### config.mk
export PLATFORM = sky130hd
export DESIGN_NAME = clock_set_ctrl
export DESIGN_NICKNAME = d
export VERILOG_FILES = /design/src/rtl/clock_set_ctrl.sv
export SDC_FILE = /design/constraint.sdc
export NUM_CORES = 1
export LEC_CHECK = 0
export CORE_ASPECT_RATIO = 2
export CORE_MARGIN = 4
export CORE_UTILIZATION = 45
export CTS_CLUSTER_DIAMETER = 200
export DETAILED_ROUTE_END_ITERATION = 10
export MAX_ROUTING_LAYER = met4
export PLACE_DENSITY = 0.66
export SYNTH_ARGS = -nofsm -noshare
export SYNTH_HDL_FRONTEND = slang
export SYNTH_SLANG_ARGS = --single-unit
### constraint.sdc
create_clock -name clk -period 3.15 [get_ports clk]
set_input_delay 0.4725 -clock clk [delete_from_list [all_inputs] [get_ports clk]]
set_output_delay 0.4725 -clock clk [all_outputs]
set_load 0.02 [all_outputs]
### src/rtl/clock_set_ctrl.sv
// -----------------------------------------------------------------------------
// clock_set_ctrl
//
// Owns the six BCD digits of a 24 h clock. In RUN the time advances on a
// 1 Hz tick; two debounced push-buttons walk through SET_H / SET_M / SET_S
// and adjust the selected field, while the selected digit pair blinks via a
// per-digit blank mask that the display top level ANDs into its digit enables.
//
// Ports
//   clk       in   system clock, all state on the rising edge
//   rst       in   asynchronous, active-high reset
//   tick_1hz  in   one-cycle pulse per second, synchronous to clk
//   btn_mode  in   raw mode button (asynchronous, 1 = pressed)
//   btn_inc   in   raw increment button (asynchronous, 1 = pressed)
//   seconds, t_secs, minutes, t_mins, hours, t_hours
//             out  registered BCD time digits
//   blank     out  registered per-digit blank, 1 = blank
//                  bit0 seconds .. bit5 t_hours
//   mode      out  FSM state, 00 RUN, 01 SET_H, 10 SET_M, 11 SET_S
//                  (this is the state register itself, so it doubles as the
//                  FSM debug view)
// -----------------------------------------------------------------------------
module clock_set_ctrl #(
    parameter int unsigned DEBOUNCE_CYCLES = 500000,
    parameter int unsigned BLINK_CYCLES    = 25000000
) (
    input  logic       clk,
    input  logic       rst,
    input  logic       tick_1hz,
    input  logic       btn_mode,
    input  logic       btn_inc,
    output logic [3:0] seconds,
    output logic [3:0] t_secs,
    output logic [3:0] minutes,
    output logic [3:0] t_mins,
    output logic [3:0] hours,
    output logic [3:0] t_hours,
    output logic [5:0] blank,
    output logic [1:0] mode
);

    typedef enum logic [1:0] {
        ST_RUN   = 2'b00,
        ST_SET_H = 2'b01,
        ST_SET_M = 2'b10,
        ST_SET_S = 2'b11
    } state_e;

    localparam int unsigned DB_W = $clog2(DEBOUNCE_CYCLES + 1);
    localparam int unsigned BL_W = $clog2(BLINK_CYCLES + 1);
    localparam logic [DB_W-1:0] DB_LAST = DB_W'(DEBOUNCE_CYCLES - 1);
    localparam logic [BL_W-1:0] BL_LAST = BL_W'(BLINK_CYCLES - 1);

    // Blank patterns for each editable digit pair.
    localparam logic [5:0] BLANK_H = 6'b110000;
    localparam logic [5:0] BLANK_M = 6'b001100;
    localparam logic [5:0] BLANK_S = 6'b000011;

    // -------------------------------------------------------------------------
    // Button conditioning: index 0 = mode, index 1 = inc.
    // Each button: 2-FF synchronizer, then a stability counter that runs only
    // while the synchronized level disagrees with the accepted level and is
    // cleared as soon as they agree again, so any bounce shorter than
    // DEBOUNCE_CYCLES restarts the count. The press pulse is emitted in the
    // same cycle the accepted level rises, so a held button pulses once and a
    // release never pulses.
    // -------------------------------------------------------------------------
    logic [1:0] btn_raw;
    logic [1:0] press;

    assign btn_raw = {btn_inc, btn_mode};

    for (genvar b = 0; b < 2; b++) begin : g_btn
        logic            sync1_q;
        logic            sync2_q;
        logic            level_q;
        logic            press_q;
        logic [DB_W-1:0] cnt_q;
        logic            level_d;
        logic            press_d;
        logic [DB_W-1:0] cnt_d;

        always_comb begin
            level_d = level_q;
            press_d = 1'b0;
            cnt_d   = '0;
            if (sync2_q != level_q) begin
                if (cnt_q == DB_LAST) begin
                    level_d = sync2_q;
                    press_d = sync2_q;
                end else begin
                    cnt_d = cnt_q + 1'b1;
                end
            end
        end

        always_ff @(posedge clk or posedge rst) begin
            if (rst) begin
                sync1_q <= 1'b0;
                sync2_q <= 1'b0;
                level_q <= 1'b0;
                press_q <= 1'b0;
                cnt_q   <= '0;
            end else begin
                sync1_q <= btn_raw[b];
                sync2_q <= sync1_q;
                level_q <= level_d;
                press_q <= press_d;
                cnt_q   <= cnt_d;
            end
        end

        assign press[b] = press_q;
    end

    logic mode_press;
    logic inc_press;

    assign mode_press = press[0];
    assign inc_press  = press[1];

    // -------------------------------------------------------------------------
    // BCD pair arithmetic. Digit pairs are kept as {tens, units} bytes so the
    // legal values read naturally in hex (8'h23, 8'h59).
    // -------------------------------------------------------------------------
    function automatic logic [7:0] sexa_inc(input logic [7:0] v);
        logic [7:0] r;
        if (v == 8'h59) begin
            r = 8'h00;
        end else if (v[3:0] == 4'd9) begin
            r = {v[7:4] + 4'd1, 4'd0};
        end else begin
            r = {v[7:4], v[3:0] + 4'd1};
        end
        return r;
    endfunction

    function automatic logic [7:0] hours_inc(input logic [7:0] v);
        logic [7:0] r;
        if (v == 8'h23) begin
            r = 8'h00;
        end else if (v[3:0] == 4'd9) begin
            r = {v[7:4] + 4'd1, 4'd0};
        end else begin
            r = {v[7:4], v[3:0] + 4'd1};
        end
        return r;
    endfunction

    // -------------------------------------------------------------------------
    // Main state
    // -------------------------------------------------------------------------
    state_e          state_q, state_d;
    logic [7:0]      hh_q, hh_d;
    logic [7:0]      mm_q, mm_d;
    logic [7:0]      ss_q, ss_d;
    logic [BL_W-1:0] blink_cnt_q, blink_cnt_d;
    logic            phase_q, phase_d;   // 1 = blanked half of the blink
    logic [5:0]      blank_q, blank_d;

    always_comb begin
        state_d     = state_q;
        hh_d        = hh_q;
        mm_d        = mm_q;
        ss_d        = ss_q;
        blink_cnt_d = blink_cnt_q;
        phase_d     = phase_q;
        blank_d     = '0;

        // Time only advances from RUN. A tick that coincides with the
        // RUN -> SET_H press is still applied because it is decided on the
        // current state; a tick coinciding with SET_S -> RUN is dropped.
        if (state_q == ST_RUN && tick_1hz) begin
            ss_d = sexa_inc(ss_q);
            if (ss_q == 8'h59) begin
                mm_d = sexa_inc(mm_q);
                if (mm_q == 8'h59) begin
                    hh_d = hours_inc(hh_q);
                end
            end
        end

        // Mode press wins over a simultaneous inc press.
        if (mode_press) begin
            case (state_q)
                ST_RUN:   state_d = ST_SET_H;
                ST_SET_H: state_d = ST_SET_M;
                ST_SET_M: state_d = ST_SET_S;
                default:  state_d = ST_RUN;
            endcase
        end else if (inc_press) begin
            case (state_q)
                ST_SET_H: hh_d = hours_inc(hh_q);
                ST_SET_M: mm_d = sexa_inc(mm_q);
                ST_SET_S: ss_d = 8'h00;
                default:  ;
            endcase
        end

        // Blink timer: idle in RUN, restarted visible on every mode change
        // and on every inc press so an edited value shows up at once.
        if (state_q == ST_RUN || mode_press || inc_press) begin
            blink_cnt_d = '0;
            phase_d     = 1'b0;
        end else if (blink_cnt_q == BL_LAST) begin
            blink_cnt_d = '0;
            phase_d     = ~phase_q;
        end else begin
            blink_cnt_d = blink_cnt_q + 1'b1;
        end

        // The mask is built from next-state values so it lines up with the
        // digits it belongs to in the same cycle.
        if (phase_d) begin
            case (state_d)
                ST_SET_H: blank_d = BLANK_H;
                ST_SET_M: blank_d = BLANK_M;
                ST_SET_S: blank_d = BLANK_S;
                default:  blank_d = '0;
            endcase
        end
    end

    always_ff @(posedge clk or posedge rst) begin
        if (rst) begin
            state_q     <= ST_RUN;
            hh_q        <= 8'h00;
            mm_q        <= 8'h00;
            ss_q        <= 8'h00;
            blink_cnt_q <= '0;
            phase_q     <= 1'b0;
            blank_q     <= '0;
        end else begin
            state_q     <= state_d;
            hh_q        <= hh_d;
            mm_q        <= mm_d;
            ss_q        <= ss_d;
            blink_cnt_q <= blink_cnt_d;
            phase_q     <= phase_d;
            blank_q     <= blank_d;
        end
    end

    assign seconds = ss_q[3:0];
    assign t_secs  = ss_q[7:4];
    assign minutes = mm_q[3:0];
    assign t_mins  = mm_q[7:4];
    assign hours   = hh_q[3:0];
    assign t_hours = hh_q[7:4];
    assign blank   = blank_q;
    assign mode    = state_q;

endmodule

**Word level (Yosys, flattened, before mapping)**

Cells that the tools add are included.

- Register bits: 104
- Output and inout port bits: 32

- $add $sub $neg: 9
- Equality and inequality tests: 17
- Multiplexer cells: 37
- Bitwise operators: 1
- Reduce and logical (&&, ||, !) cells: 6

Operator list:

| operator | number |
|---|---|
| $mux 8 | 21 |
| $mux 19 | 4 |
| $mux 25 | 2 |
| $add 19x1->19 const B | 2 |
| $eq 19x19->1 const B | 2 |
| $add 25x1->25 const B | 1 |
| $eq 25x25->1 const B | 1 |
| $add 4x1->4 const B | 6 |
| $pmux 6 s3 | 1 |
| $eq 8x7->1 const B | 2 |
| $eq 4x4->1 const B | 3 |
| $eq 2x2->1 const B | 4 |
| $eq 8x6->1 const B | 1 |
| $mux 1 | 6 |
| $mux 6 | 1 |
| $pmux 2 s3 | 1 |
| $eq 2x1->1 const B | 2 |
| $reduce_and 2->1 | 2 |
| $logic_not 2->1 | 1 |
| $logic_or 1x1->1 | 2 |
| $mux 2 | 1 |
| $ne 1x1->1 | 2 |
| $logic_and 1x1->1 | 1 |
| $not 1->1 | 1 |

**Logic depth before layout (Yosys ltp)**

- Depth after elaboration: 9
- Gate-level depth with buffers: 7

**Worst setup path after synthesis**

No wires, ideal clock.

- Kind: register -> register
- From: reg state_q[1], in the netlist mode[1]
- To: reg hh_q[6]
- Data arrival time: 1.856 ns
- Required time: 3.025 ns
- Path slack: 1.170 ns
- Cell stages (with the launch flop): 7
- Period minus slack after synthesis: 1.980 ns
- Path through: dfrtp_1 > inv_1 > ha_1 > nand4b_1 > nor4_2 > o211ai_1 > mux2_2

- Longest elaborated chain between the ends: 6

RTL lines:

| what | line | RTL |
|---|---|---|
| start: declaration | 153 | `state_e state_q, state_d;` |
| start signal: assignment | 234 | `state_q <= state_d;` |
| $logic_not 2->1 | 173 | `if (state_q == ST_RUN && tick_1hz) begin` |
| $logic_and 1x1->1 | 173 |  |
| $mux 8 | 173 |  |
| $mux 8 | 192 | `case (state_q)` |
| $mux 8 | 191 | `end else if (inc_press) begin` |
| $mux 8 (*) | 184 | `if (mode_press) begin` |
| named net hh_d[6] | 154 | `logic [7:0] hh_q, hh_d;` |
| end signal: assignment | 235 | `hh_q <= hh_d;` |
| end: declaration | 154 |  |

The timed path passes the listed nets; every way through them passes the cells marked *.
A chain may end at the register's enable or synchronous reset.

**Worst setup path in the final report**

Ends and elaborated chain as after synthesis.

==> impl_metrics.toml <==
[yosys]
ys.flop_type = "dfrtp_1"
synth-seq-cells = 101
syn_area_mm2 = 0.00516
synth_edf_count = 0
avgSynthCellArea_um2 = 10.1
yosysSeqAreaShare_pct = 48.9
synthTopCellsByArea = "dfrtp_1 (49%), ha_1 (4.6%), nor2_1 (4.2%), xnor2_1 (4.1%), xor2_1 (3.6%)"
netlist_instances = 513
synthArstFlopShare_pct = 100
syn_nets = 537
synth_top_area_share_pct = 48.9
synth.distinct_cells = 58
yosysTopAreaCell = "dfrtp_1"
yosysWarnings = 0

[min_path]
hold_class = "reg -> reg"
holdPathStages = 0
min_to = "g_btn[0].sync2_q"
worstHoldStart = "g_btn[0].sync1_q"

[global_route]
grt-ovfl-total = 0
grt_pass1_vias = 3902
grt_max_degree = 51
grt_antenna_before_repair = 0
grt_first_pass_wirelength_mm = 18.2
track_usage_pct = 16.7

[cts]
cts_setup_buffers = 0
htree_levels = 3
cts_tree = "yes"
cts.path.max_buffers = 2
ctsResizeCount = 0
clock-sinks = 101
cts_root_buffer = "clkbuf_16"
clkTransAtPathRegs_ps = 70
cts_buffers = 9
cts_hold_buf = 0
clk_latency_ps = 350

[detailed_routing]
finalWirelength_mm = 10.3
drc_errors = 0
via_count = 3899
first_pass_iters = 4
ant_nets = 0
vias_per_cell = 5.59
wl_per_cell_um = 14.8
drtIter0Drc = 164

[sta]
clock_skew_ps = 6.11
finalSetupViolations = 0
fmax_ghz = 0.450
min_period_ps = 2220
tightest_slew_ps = 775
period_share_pct = 70.6
rsz0062_at_grt = "false"
worst_hold_slack_ps = 350
final-max-slew-violation-count = 0
slew_headroom_pct = 48.3
finalHoldViolations = 0
fin_setup_tns_ps = 0
setup_ws_ps = 926

[placed_design]
pre_cts_ws_ps = 717
place.detailed.hpwl_mm = 7.48
place_congestion = 0.820
dp_cells = 681
placed_area_mm2 = 0.00567
io_buffers = 36

[floorplan]
rows = 55
dieWidth_um = 83.8
start_util_pct = 45.8
pin_count = 37
dieHeight_um = 160
design.core.area_mm2 = 0.0113
die-area_mm2 = 0.0134

[worst_setup_path]
critPathMaxFanout = 10
timing.rr.start = "mode[1]"
slowest_delay_ps = 670
reg2reg_slack_ps = 930
arrival_ps = 2460
crit_path_cell_trace = "inv_1 > ha_1 > nand4b_1 > nor4_2 > o211ai_1 > mux2_2"
worstSetupEndpointType = "register"
path_class = "reg -> reg"
cp.required_ps = 3380
reg2reg_to = "hh_q[6]"
cp_slowest_cell = "nor4_2"
critPathLaunchType = "register"
ff2ff_path_depth = 6

[cells_and_area]
diodes = 0
fillers = 1054
multi_input_area_mm2 = 0.00249
layout-drive-gt1-share_pct = 7.93
stdcell_count = 697
area_growth_pct = 15.2
final_area_mm2 = 0.00595
final_common_cell = "dfrtp_1"
fin_nets = 574
seq_area_mm2 = 0.00253
final_cell_mix = "dfrtp_1 (101), nor2_1 (58), clkdlybuf4s50_1 (36)"

[pwr]
p_leak_uw = 0.00240
ir_drop_mv = 0.276
p_per_area_mw_per_mm2 = 463

[flow_run]
maxCapViolCount = 0

[outcome]
status = "completed"
-- worst max-delay path by stage --
stage                            from           endpoint  slack (ps)  cells past startpoint
floorplan                         rst           blank[1]          30                      1
global placement             tick_1hz            mm_q[4]         790                      5
detailed placement           tick_1hz            hh_q[6]         720                      5
CTS                 g_btn[1].cnt_q[0]  g_btn[1].cnt_q[4]         900                      4
global route                  mode[1]            hh_q[6]         710                      6
finish                        mode[1]            hh_q[6]         930                      6
-- registers in the layout, summed over array words and instances, names as in the netlist --
signal	count
phase_q	1
g_btn.level_q	2
blink_cnt_q	25
g_btn.sync2_q	2
g_btn.cnt_q	38
blank	3
g_btn.sync1_q	2
mm_q	8
ss_q	8
mode	2
g_btn.press_q	2
hh_q	8
-- Yosys cell counts, drive strengths merged (2+ instances only) --
cell type / count
xnor2: 24
and3b: 4
nor4: 11
nand2: 34
ha: 19
mux2: 8
o211ai: 3
or4: 14
or3: 12
o21ai: 21
a211oi: 2
o31ai: 13
o21a: 2
nand3b: 4
nand4b: 3
and3: 6
buf: 6
nor2: 58
xor2: 21
inv: 20
dfrtp: 101
o2bb2ai: 4
and4: 6
or2: 5
nor4b: 2
and2: 6
or4b: 2
nand3: 27
clkbuf: 8
nor3: 8
nand4: 15
a21oi: 26
nand2b: 2
-- cell type report --
class / instances / area share [%]
clock buffers: 9 / 3.78
clock inverters: 7 / 0.862
inverters: 20 / 1.30
multi-input cells: 378 / 41.8
flip-flops and latches: 101 / 42.5
well taps: 142 / 2.99
repair buffers: 40 / 6.77
-- power by group --
group,switching [uW],internal (uW)
Combinational,163,137
Clock,501,539
Sequential,67.7,1350
Total,732,2020
-- worst max-delay path, delay by kind of cell (launching register included) --
family,cells,cell delay (ps)
AND/OR/NAND/NOR,2,860
flip-flops,1,430
multiplexers,1,300
adder cells (fa/ha/maj),1,240
AO/OA/AOI/OAI,1,170
buffers and inverters,1,130
-- logic make-up after synthesis --
family                   count (synthesis)  synth area share (%)
buffers and inverters                   34                  2.88
flip-flops                             101                  48.9
AO/OA/AOI/OAI                           82                  10.4
adder cells (fa/ha/maj)                 19                  4.60
XOR/XNOR                                45                  7.63
multiplexers                             9                  1.94
AND/OR/NAND/NOR                        223                  23.6
-- layer usage --
metal	GRT usage, %	up-vias	wire, um
met5	-	-	0
li1	-	1912	-
met4	4.47	0	100
met2	30.6	61	5800
met1	18.3	1920	4140
met3	3.11	6	267
-- metrics by stage --
stage	util, %	total power [uW]
after floorplan	-	1600
after global placement	50.3	1730
after detailed placement	50.3	1740
after CTS	52.7	2780
after global routing	52.7	2870
final	52.7	2750
No activity file was read; power rests on OpenSTA's default activity.
